**src/rtl/supermic_pkg.sv**
```systemverilog
// Shared definitions for the beamformer microphone channel blocks.
// Contents:
//   PCM_W / DEPTH / DLY_W : sample width, ring depth, delay/pointer width
//   state_t               : delay_ring_reader FSM states
//   dly_t                 : delay / pointer type
//   slew_step()           : one-step move of a delay toward a target
package supermic_pkg;

    localparam int PCM_W = 19;
    localparam int DEPTH = 64;
    localparam int DLY_W = 6;

    typedef enum logic [1:0] {
        S_IDLE = 2'd0,
        S_READ = 2'd1,
        S_OUT  = 2'd2
    } state_t;

    typedef logic [DLY_W-1:0] dly_t;

    // Move cur one count toward tgt; hold when equal.
    function automatic dly_t slew_step(input dly_t cur, input dly_t tgt);
        dly_t res;
        res = cur;
        if (tgt > cur) begin
            res = cur + dly_t'(1);
        end else if (tgt < cur) begin
            res = cur - dly_t'(1);
        end
        return res;
    endfunction

endpackage

```
**src/rtl/delay_ram.sv**
```systemverilog
// Simple dual-port RAM: one write port, one synchronous read port.
// Read data appears one cycle after raddr/re. No reset on the array or
// the read register so synthesis maps it to block RAM.
// Ports:
//   clk    : clock
//   we     : write enable
//   waddr  : write address
//   wdata  : write data
//   re     : read enable
//   raddr  : read address
//   rdata  : registered read data (old contents on a same-address write)
module delay_ram #(
    parameter int W  = 19,
    parameter int AW = 6
) (
    input  logic          clk,
    input  logic          we,
    input  logic [AW-1:0] waddr,
    input  logic [W-1:0]  wdata,
    input  logic          re,
    input  logic [AW-1:0] raddr,
    output logic [W-1:0]  rdata
);

    logic [W-1:0] mem [0:(1<<AW)-1];

    always_ff @(posedge clk) begin
        if (we) begin
            mem[waddr] <= wdata;
        end
        if (re) begin
            rdata <= mem[raddr];
        end
    end

endmodule

```
**src/rtl/delay_ring_reader.sv**
```systemverilog
// Per-microphone variable delay line on a circular RAM.
// Each accepted input sample is written at wp; the sample accepted
// cur_delay samples earlier is read back and presented on the output.
//
// Handshake: a transfer happens on a rising clk edge where valid and
// ready are both high; the source holds data and valid stable until then.
//
// Configuration macro: DELAY_SLEW_EN
//   defined   : at each accept cur_delay steps by one toward the loaded target
//   undefined : at each accept cur_delay jumps straight to the loaded target
//
// Ports:
//   clk, rst_n  : clock, asynchronous active-low reset
//   in_valid    : input sample valid
//   in_ready    : block can accept a sample (high only in S_IDLE)
//   in_pcm      : input sample
//   delay       : requested delay in samples
//   delay_load  : latch delay as new target (honoured only in S_IDLE)
//   out_valid   : delayed sample valid
//   out_ready   : downstream accepts sample
//   out_pcm     : delayed sample
//   cur_delay   : delay currently applied
//   dbg_state   : FSM state for observation
module delay_ring_reader
    import supermic_pkg::*;
(
    input  logic             clk,
    input  logic             rst_n,
    input  logic             in_valid,
    output logic             in_ready,
    input  logic [PCM_W-1:0] in_pcm,
    input  logic [DLY_W-1:0] delay,
    input  logic             delay_load,
    output logic             out_valid,
    input  logic             out_ready,
    output logic [PCM_W-1:0] out_pcm,
    output logic [DLY_W-1:0] cur_delay,
    output logic [1:0]       dbg_state
);

    state_t           state;
    state_t           state_next;
    dly_t             wp;
    dly_t             fill;
    dly_t             tgt_delay;
    dly_t             eff_delay;
    dly_t             raddr;
    logic [PCM_W-1:0] bypass;
    logic [PCM_W-1:0] rdata;
    logic             sel_bypass;
    logic             sel_zero;
    logic             accept;
    logic             out_fire;

    assign in_ready  = (state == S_IDLE);
    assign accept    = in_ready && in_valid;
    assign out_fire  = (state == S_OUT) && out_valid && out_ready;
    assign dbg_state = state;

    // Delay used by the sample being accepted; it also becomes cur_delay.
`ifdef DELAY_SLEW_EN
    assign eff_delay = slew_step(cur_delay, tgt_delay);
`else
    assign eff_delay = tgt_delay;
`endif

    // Natural DLY_W wrap gives the mod-DEPTH ring address.
    assign raddr = wp - eff_delay;

    delay_ram #(
        .W  (PCM_W),
        .AW (DLY_W)
    ) u_ram (
        .clk   (clk),
        .we    (accept),
        .waddr (wp),
        .wdata (in_pcm),
        .re    (accept),
        .raddr (raddr),
        .rdata (rdata)
    );

    always_comb begin
        state_next = state;
        case (state)
            S_IDLE:  if (in_valid) state_next = S_READ;
            S_READ:  state_next = S_OUT;
            S_OUT:   if (out_ready) state_next = S_IDLE;
            default: state_next = S_IDLE;
        endcase
    end

    always_ff @(posedge clk or negedge rst_n) begin
        if (!rst_n) begin
            state <= S_IDLE;
        end else begin
            state <= state_next;
        end
    end

    always_ff @(posedge clk or negedge rst_n) begin
        if (!rst_n) begin
            wp         <= '0;
            fill       <= '0;
            cur_delay  <= '0;
            tgt_delay  <= '0;
            bypass     <= '0;
            sel_bypass <= 1'b0;
            sel_zero   <= 1'b0;
            out_valid  <= 1'b0;
            out_pcm    <= '0;
        end else begin
            // Target is read combinationally by eff_delay before this
            // update lands, so a same-cycle load affects the next sample.
            if (in_ready && delay_load) begin
                tgt_delay <= delay;
            end
            if (accept) begin
                cur_delay  <= eff_delay;
                bypass     <= in_pcm;
                // Decide the source now, while fill still counts only
                // samples written before this one.
                sel_bypass <= (eff_delay == '0);
                sel_zero   <= (eff_delay > fill);
            end
            if (state == S_READ) begin
                out_valid <= 1'b1;
                if (sel_bypass) begin
                    out_pcm <= bypass;
                end else if (sel_zero) begin
                    out_pcm <= '0;
                end else begin
                    out_pcm <= rdata;
                end
            end
            if (out_fire) begin
                out_valid <= 1'b0;
                wp        <= wp + dly_t'(1);
                if (fill != dly_t'(DEPTH - 1)) begin
                    fill <= fill + dly_t'(1);
                end
            end
        end
    end

endmodule

```
**config.mk**
```make
export PLATFORM = sky130hd
export DESIGN_NAME = delay_ring_reader
export DESIGN_NICKNAME = d
export VERILOG_FILES = /design/src/rtl/supermic_pkg.sv /design/src/rtl/delay_ram.sv /design/src/rtl/delay_ring_reader.sv
export SDC_FILE = /design/constraint.sdc
export NUM_CORES = 1
export LEC_CHECK = 0
export ABC_AREA = 1
export BUFFER_PORTS_ARGS = -buffer_cell sky130_fd_sc_hd__buf_4
export CORE_MARGIN = 4
export CORE_UTILIZATION = 35
export DETAILED_ROUTE_END_ITERATION = 7
export HOLD_SLACK_MARGIN = 0.15
export PLACE_DENSITY_LB_ADDON = 0.12
export SLEW_MARGIN = 10
export SYNTH_ARGS = -nofsm -noshare
export SYNTH_HDL_FRONTEND = slang
export SYNTH_HIERARCHICAL = 1
export SYNTH_SLANG_ARGS = --single-unit
```
**constraint.sdc**
```tcl
create_clock -name clk -period 7.54 [get_ports clk]
set_input_delay 1.508 -clock clk [delete_from_list [all_inputs] [get_ports clk]]
set_output_delay 1.508 -clock clk [all_outputs]
set_load 0.01 [all_outputs]
```
* Word-level counts from Yosys, hierarchy flattened
Memory sizes are Yosys's and may differ from the RTL's. A register that Yosys moved wholly into a read port is not among the register bits.
Index checks and enable logic that the tools add are counted.
** Cells by class
- Add/subtract/negate cells :: 3
- Order comparisons :: 1
- Eq/ne operators :: 5
- Muxes and demuxes :: 9
- Reduce and logical (&&, ||, !) cells :: 9
** Operators with widths (number)
- $mux W19 :: 2
- $add A6 B1 Y6 const B :: 2
- $gt A6 B6 Y1 :: 1
- $logic_not A6 Y1 :: 1
- $ne A6 B6 Y1 const B :: 1
- $pmux W2 S3 :: 1
- $sub A6 B6 Y6 :: 1
- $logic_and A1 B1 Y1 :: 4
- $mux W1 :: 4
- $mux W2 :: 2
- $ne A2 B2 Y1 const B :: 2
- $reduce_and A2 Y1 :: 2
- $eq A2 B1 Y1 const B :: 1
- $eq A2 B2 Y1 const B :: 1
- $logic_not A2 Y1 :: 1
- $reduce_bool A2 Y1 :: 1
** Word-level totals
- Register bits after elaboration :: 67
- RAM bits :: 1216
- Input port bits :: 30
- Output and inout port bits :: 29
- Logic and storage cells :: 38
- Memories :: 1
** Memory list
- u_ram.mem :: depth 64, bits a word 19, rd ports 1, clocked after memory_dff 1, write ports 1, RTL line delay_ram.sv:25 : logic [W-1:0] mem [0:(1<<AW)-1];

* Longest topological paths before layout
Gate-level depths: netlist of the first run.
- Word-level depth :: 4
- Gate-level depth with buffers :: 16
- Gate-level depth less buffers :: 12

* Cells and area by module
Netlist of the first run, hierarchy kept.
** Modules (own cells, without submodules)
- delay_ram :: instances 1, cells an instance 4159, area each 49785.2 µm², seq. area each 37085.6 µm²
- delay_ring_reader :: instances 1, cells an instance 387, area each 3213.1 µm², seq. area each 1676.6 µm²

* Worst setup path before layout of the first run
No wires, ideal clock.
- Kind :: input to register
- Start :: input port in_valid
- End :: memory u_ram.mem[48][0] (enable)
- Setup time :: 0.444 ns
- Data arrival time :: 4.518 ns
- Data required time :: 7.096 ns
- Path slack :: 2.578 ns
- Cell stages on the path :: 6
- Buffers on the path :: 2
- Cell sequence :: nand2_2 inv_2 buf_2 clkbuf_1 nand4_1 nor4_1
** Between the ends
- Cells in the longest elaborated chain, start to end :: 3
** Ends and longest elaborated chain
- from (decl) :: RTL line delay_ring_reader.sv:29 : input logic in_valid,
- $logic_and A1 B1 Y1 :: RTL line delay_ring_reader.sv:56 : assign accept = in_ready && in_valid;
- via accept :: RTL line delay_ring_reader.sv:52 : logic accept;
- $mux W1 :: RTL line delay_ram.sv:28 : if (we) begin
- $mux W1 (not written as such) :: RTL line delay_ram.sv:29 : mem[waddr] <= wdata;
- to (decl) :: RTL line delay_ram.sv:25
The timed path passes the listed nets, and every way through them passes these cells.

* Worst setup path after layout of the first run
- Start :: register wp[0]
- End :: register u_ram.rdata[14] (read register of u_ram.mem) (data pin)
** Between the ends
- Cells in the longest elaborated chain, start to end :: 1
** Ends and longest elaborated chain
- from (decl) :: RTL line delay_ring_reader.sv:43 : dly_t wp;
- from (signal assigned) :: RTL line delay_ring_reader.sv:138 : wp <= wp + dly_t'(1);
- $sub A6 B6 Y6 :: RTL line delay_ring_reader.sv:68 : assign raddr = wp - eff_delay;
- via raddr[0] :: RTL line delay_ring_reader.sv:47 : dly_t raddr;
- to (decl) :: RTL line delay_ram.sv:22 : output logic [W-1:0] rdata
The timed path passes the listed nets, and every way through them passes these cells.
A chain may end at the register's enable or synchronous reset.

==> implementation parameters, run 1 <==
Parameter                              Value

Logic synthesis
  Synthesized area per cell    approximately 12 sq um
  Yosys warning count    6
  EDFF count, synth    roughly 1200
  Cell count after synthesis    about 4500
  Number of flip-flops and latches in the synthesized netlist    around 1300
  Post-synthesis async set-or-reset flop share    0.0515
  Netlist area before placement    53000 sq um
  Sequential share of the synthesized area    0.731
  Post-Synthesis Net Count    ~4600
  Number of distinct library cell variants in the gate-level netlist after synthesis    27
  Flip-flop cell with the highest count after synthesis    edfxtp_1

Floorplanning
  Area of the die    158000 sq um
  Number of core rows    142
  Height of the die    a little under 400 microns
  Number of placed I/O pins    59
  Starting density of the core    0.353
  Core outline area    between 150000 and 200000 sq um
  Die width    397 microns

Drt
  Post-detailed-route DRC marker count    0
  Count of TritonRoute iterations in the first routing pass    6
  Routed len/inst    25.8 microns
  Routed wire length    between 150 and 200 mm
  Number of DRC markers after the initial detailed-route iteration    3491
  Number of routed nets with antenna violations    0
  Detailed-route vias per instance    5.22
  Via Count    34859

GRT
  First-pass GRT wire length    246 mm
  Pin count of the biggest net entering global routing    between 150 and 200
  Overflow left after global routing    0
  Global routing usage summed across all routing layers    0.216
  Vias in the first global route    33280
  Antenna violations before repair    3

CTS
  Quantity of hold-fixing buffers added after cts    0
  Root cell of the clock tree    clkbuf_16
  Cts bufs inserted    roughly 140
  Number of buffers between clock root and the deepest sink    3
  CTS clock-pin slew for the worst setup and hold paths    0.06 ns
  TritonCTS sink count    1302
  Setup repair bufs after CTS    0
  TritonCTS clock tree    built
  Clk Latency, worst-skew pair    0.77 ns
  Post_cts resized    0
  Level count of the clock H-tree    4

STA
  Clock Skew    approximately 0.027 ns
  Min cycle time layout    4.62 ns
  Worst slew margin relative to its limit    0.206
  Count of endpoints failing hold in the final timing report    0
  Period utilization    0.612
  Final worst setup slack    2.92 ns
  Post-route worst hold slack    0.482 ns
  Transition at the pin with the smallest max-transition slack    1.19 ns
  Fmax    217 MHz
  Setup repair after global routing missed its margin    no
  Post-route setup TNS    0 ns
  Final Max Slew Viols    0
  Number of endpoints failing setup at the final stage    0

Critical path
  Crit path DAT    5.24 ns
  Critical R2R Launch    wp[0]
  Endpoint required time on the critical path    8.16 ns
  Maximum net fanout on the critical path    151
  Slack of the worst reg-to-reg path    a little under 3 ns
  Crit path to    u_ram/rdata[14]
  Crit start category    register
  Critical R2R Capture    u_ram/rdata[14]
  First element of the critical path    wp[0]
  Worst R2R Path Depth    14
  Category of the worst setup path capture point    register
  Crit Path Class    register to register

Job
  Number of max-cap violations    0

Hold path
  Worst hold path type    register to register

Layout
  Net total in the final layout    roughly 4600
  Area growth, synth to finish    12.9%
  Filler cell count in the final layout    14423
  Layout cell share with drive strength beyond 1    0.0864
  Number of standard cells in the final layout excluding fillers    6672

Placement
  Post-place setup slack    2.99 ns
  Number of port buffers    between 50 and 60
  Cell total after placement    6418
  Final Wtd Congestion    0.854
  Placed wire-length estimate after detailed placement    98.2 mm

Status
  Run status    complete, no violations
sequential cells by signal, summed over array words and instances, names as in the netlist:
register	cells
cur_delay	6
bypass	19
u_ram/mem	1216
fill	6
wp	6
u_ram/rdata	19
dbg_state	2
out_pcm	19
sel_zero	1
sel_bypass	1
eff_delay	6
out_valid	1
how the worst min path moves through the flow:
| stage | start | endpoint | slack (ns) | cells after the start |
|---|---|---|---|---|
| global placement | bypass[6] | bypass[6] | 0.46 | 2 |
| global route | bypass[1] | bypass[1] | 0.50 | 2 |
| floorplan | bypass[0] | bypass[0] | 0.45 | 2 |
| CTS | bypass[15] | bypass[15] | 0.49 | 2 |
| finish | bypass[0] | bypass[0] | 0.48 | 2 |
| detailed placement | bypass[14] | bypass[14] | 0.47 | 2 |
cell type report:
type                       instances  area, sq um  share of cell area
sequential                      1302        38800               0.648
multi-input combinational       2921        12900               0.215
clock buffer                     183         3870              0.0646
tap                             2016         2520              0.0421
timing repair buffer             137         1130              0.0189
clock inverter                    68          515             0.00861
inverter                          42          194             0.00324
antenna                            3         7.51            0.000125
layout by cell type (no fill, tap or decap), drive strengths merged:
cell type  instances
nand3           1061
clkinvlp           2
buf              137
bufinv             7
diode              3
clkbuf           183
nand4             12
nor4               8
clkinv            57
dfrtp             67
nand2           1661
o21ai             10
inv               44
edfxtp          1235
xnor2              5
a21oi             48
xor2               7
fa                 1
ha                13
nor2              95
stage by stage:
step                      cell area (sq um)   util
after floorplan                       53000      -
after global placement                55500  0.369
after detailed placement              55500  0.369
after CTS                             59900  0.399
after global routing                  59900  0.399
final                                 59900  0.399
worst max-delay path: stages (launching register included):
cell	delay, ns
dfrtp_1	0.33
buf_4	0.25
inv_1	0.11
ha_1	0.37
inv_8	0.43
buf_4	0.72
buf_12	0.56
nand2_1	0.11
nand3_1	0.13
nand3_1	0.21
nand2_1	0.16
nand2_1	0.14
nand3_1	0.16
nand3_1	0.32
nand2_1	0.18
logic make-up after synthesis:
| kind of cell | after synthesis | share of synthesized area |
|---|---|---|
| compound gates | 58 | 0.00555 |
| buf+inv | 323 | 0.0305 |
| simple gates | 2837 | 0.227 |
| flops | 1302 | 0.731 |
| fa+ha+maj | 14 | 0.00345 |
| xor+xnor | 12 | 0.00198 |
cell usage after synthesis (all sizes together), types with 5 or more instances:
library cell  instances  area (sq um)
a21oi                48           240
buf                 234          1280
clkbuf               47           176
dfrtp                67          1680
edfxtp             1235         37100
ha                   13           163
inv                  39           149
nand2              1661          6240
nand3              1061          5310
nand4                12          75.1
nor2                 95           367
nor4                  8          50.1
o21ai                10          53.8
xnor2                 5          43.8
xor2                  7          61.3
layer usage:
layer | part of all wire | wire (microns) | track usage | up-vias
li1 | - | - | - | 15925
met1 | 0.45 | 78300 | 0.315 | 17619
met2 | 0.46 | 79100 | 0.334 | 1095
met3 | 0.059 | 10200 | 0.0340 | 220
met4 | 0.027 | 4650 | 0.0621 | 0
met5 | 0 | 0 | 0 | -
Power of run 1 is not shown: default switching activity piles up to over one toggle a cycle in this logic, so the estimate is an artifact.
==> run 2: changes to the inputs <==
clock period = 3.71 ns   (was 7.54 ns; I/O delays follow)
==> run 2 against run 1 <==
Worst setup slack worse by 2.7 ns; largest cell class unchanged; maximum frequency up 33%; highest routed layer unchanged; clock-buffer cell count is 15 higher; final area rose by 2.2%; register-to-register slack got worse by 2.7 ns.
==> implementation parameters, run 2 (same netlist as run 1, synthesis figures left out) <==
Parameter                              Value

Critical path
  Slack of the worst reg-to-reg path    0.23 ns
  Category of the worst setup path capture point    register
  Critical R2R Launch    wp[0]
  Cell repeated most along the worst path    nand3_1
  Endpoint required time on the critical path    about 4.2 ns
  Worst R2R Path Depth    13
  Delay contributed by the slowest stage of the critical path    0.86 ns
  Critical R2R Capture    u_ram/rdata[9]
  Crit start category    register
  Cells along the critical path    inv_1, ha_1, inv_1, fa_4, buf_12, buf_12, nand3_1, nand3_1, nand2_1, nand2_1, nand3_1, nand3_1, nand2_1
  Cell depth of the worst setup path    13
  Crit path buf inv count    4
  Cell type group with the largest total delay on the critical path    adder cells
  Slowest cell on the critical path    fa_4
  Maximum net fanout on the critical path    76
  Crit path DAT    3.97 ns
  Crit path to    u_ram/rdata[9]
  Crit Path Class    register to register
  First element of the critical path    wp[0]

Job
  Number of max-cap violations    0

Drt
  Detailed-route vias per instance    about 5.2
  Via Count    35037
  Number of DRC markers after the initial detailed-route iteration    around 3300
  Count of TritonRoute iterations in the first routing pass    7
  Post-detailed-route DRC marker count    0
  Number of routed nets with antenna violations    0
  Routed len/inst    25.1 microns
  Routed wire length    around 170 mm

Layout
  Area growth, synth to finish    15.4%
  Net total in the final layout    between 4000 and 5000
  Most flop-heavy register    u_ram/mem
  Most frequent cells in the layout    1660 x nand2_1, 1235 x edfxtp_1, 1061 x nand3_1
  Number of flip-flops under the largest register name    1216
  Post-route core utilization    0.407
  Layout cell share with drive strength beyond 1    0.105
  Most frequent standard cell in the layout excluding fill and tap cells    nand2_1
  Number of standard cells in the final layout excluding fillers    6782

STA
  Number of endpoints failing setup at the final stage    0
  Period utilization    0.937
  Post-route setup TNS    0 ns
  Count of endpoints failing hold in the final timing report    0
  Min cycle time layout    3.48 ns
  Final Max Slew Viols    0
  Setup repair after global routing missed its margin    no
  Final worst setup slack    ~0.23 ns
  Fmax    288 MHz
  Worst slew margin relative to its limit    0.300
  Transition at the pin with the smallest max-transition slack    1.05 ns
  Clock Skew    0.0330 ns

CTS
  CTS clock-pin slew for the worst setup and hold paths    ~0.06 ns
  Clk Latency, worst-skew pair    0.77 ns
  Number of buffers between clock root and the deepest sink    3
  Setup repair bufs after CTS    0
  TritonCTS clock tree    built
  Level count of the clock H-tree    4
  Root cell of the clock tree    clkbuf_16
  TritonCTS sink count    1302
  Cts bufs inserted    between 100 and 150

Placement
  Number of port buffers    58
  Post-place setup slack    between 0.2 and 0.25 ns
  Placed wire-length estimate after detailed placement    slightly below 100 mm
  Cell total after placement    6515
  Final Wtd Congestion    between 0.8 and 0.9

Floorplanning
  Starting density of the core    0.353
  Die width    397 microns
  Area of the die    158000 sq um
  Number of core rows    between 100 and 150
  Number of placed I/O pins    59
  Height of the die    397 microns
  Core outline area    150000 sq um

GRT
  First-pass GRT wire length    ~250 mm
  Antenna violations before repair    6
  Pin count of the biggest net entering global routing    111
  Global routing usage summed across all routing layers    0.213
  Overflow left after global routing    0
  Vias in the first global route    33142

Hold path
  Cell depth of the worst min-delay path    2
  Worst hold path type    input pin to register

Status
  Run status    complete, no violations
==> run 2: changes by cell type in the layout (fill, tap and decap cells not counted), sizes merged, moves of 2 or more <==
cell and delta:
buf +97, bufinv +2, clkbuf +15, clkinv -2, diode +2, inv -4
==> run 2: per-layer routing <==
layer / up-vias / wire (microns) / share of wire / track usage
li1: 16142 / - / - / -
met1: 17704 / 78100 / 0.46 / 0.309
met2: 993 / 78700 / 0.46 / 0.335
met3: 198 / 9580 / 0.056 / 0.0338
met4: 0 / 3850 / 0.023 / 0.0547
met5: - / 0 / 0 / 0
==> run 2: worst reg2reg max path: stages, from the launching register on <==
cell     delay [ns]
dfrtp_1        0.38
inv_1          0.08
ha_1           0.16
inv_1          0.07
fa_4           0.86
buf_12         0.29
buf_12         0.37
nand3_1        0.22
nand3_1        0.15
nand2_1        0.07
nand2_1        0.14
nand3_1        0.10
nand3_1        0.27
nand2_1        0.09
==> run 2: cell type report <==
cell class              count  area (sq um)
diodes                      5          12.5
clock buffers             198          4050
clock inverters            63           602
fillers                 14247         89000
inverters                  42           194
multi-input cells        2921         12900
flip-flops and latches   1302         38800
well taps                2016          2520
repair buffers            235          2160
==> run 2: timing repair <==
action | 4_1_cts | 5_1_grt
setup endpoints to repair | 0 | 1
hold buffers | 1 | 0
gates resized for setup | 0 | 1
hold endpoints to repair | 67 | 0
==> run 2: how the worst min path moves through the flow <==
stage / start / end
global route: out_ready / dbg_state[1]
detailed placement: bypass[0] / bypass[0]
floorplan: rst_n / bypass[0]
global placement: bypass[17] / bypass[17]
finish: out_ready / dbg_state[1]
CTS: out_ready / dbg_state[1]
==> run 2: metrics by stage <==
step	instance area, sq um	hold WS (ns)
final	61200	0.206
after floorplan	53000	0.446
after CTS	61100	0.156
after global routing	61200	0.206
after global placement	56500	0.462
after detailed placement	56500	0.466
Power of run 2 is left out for the same reason.
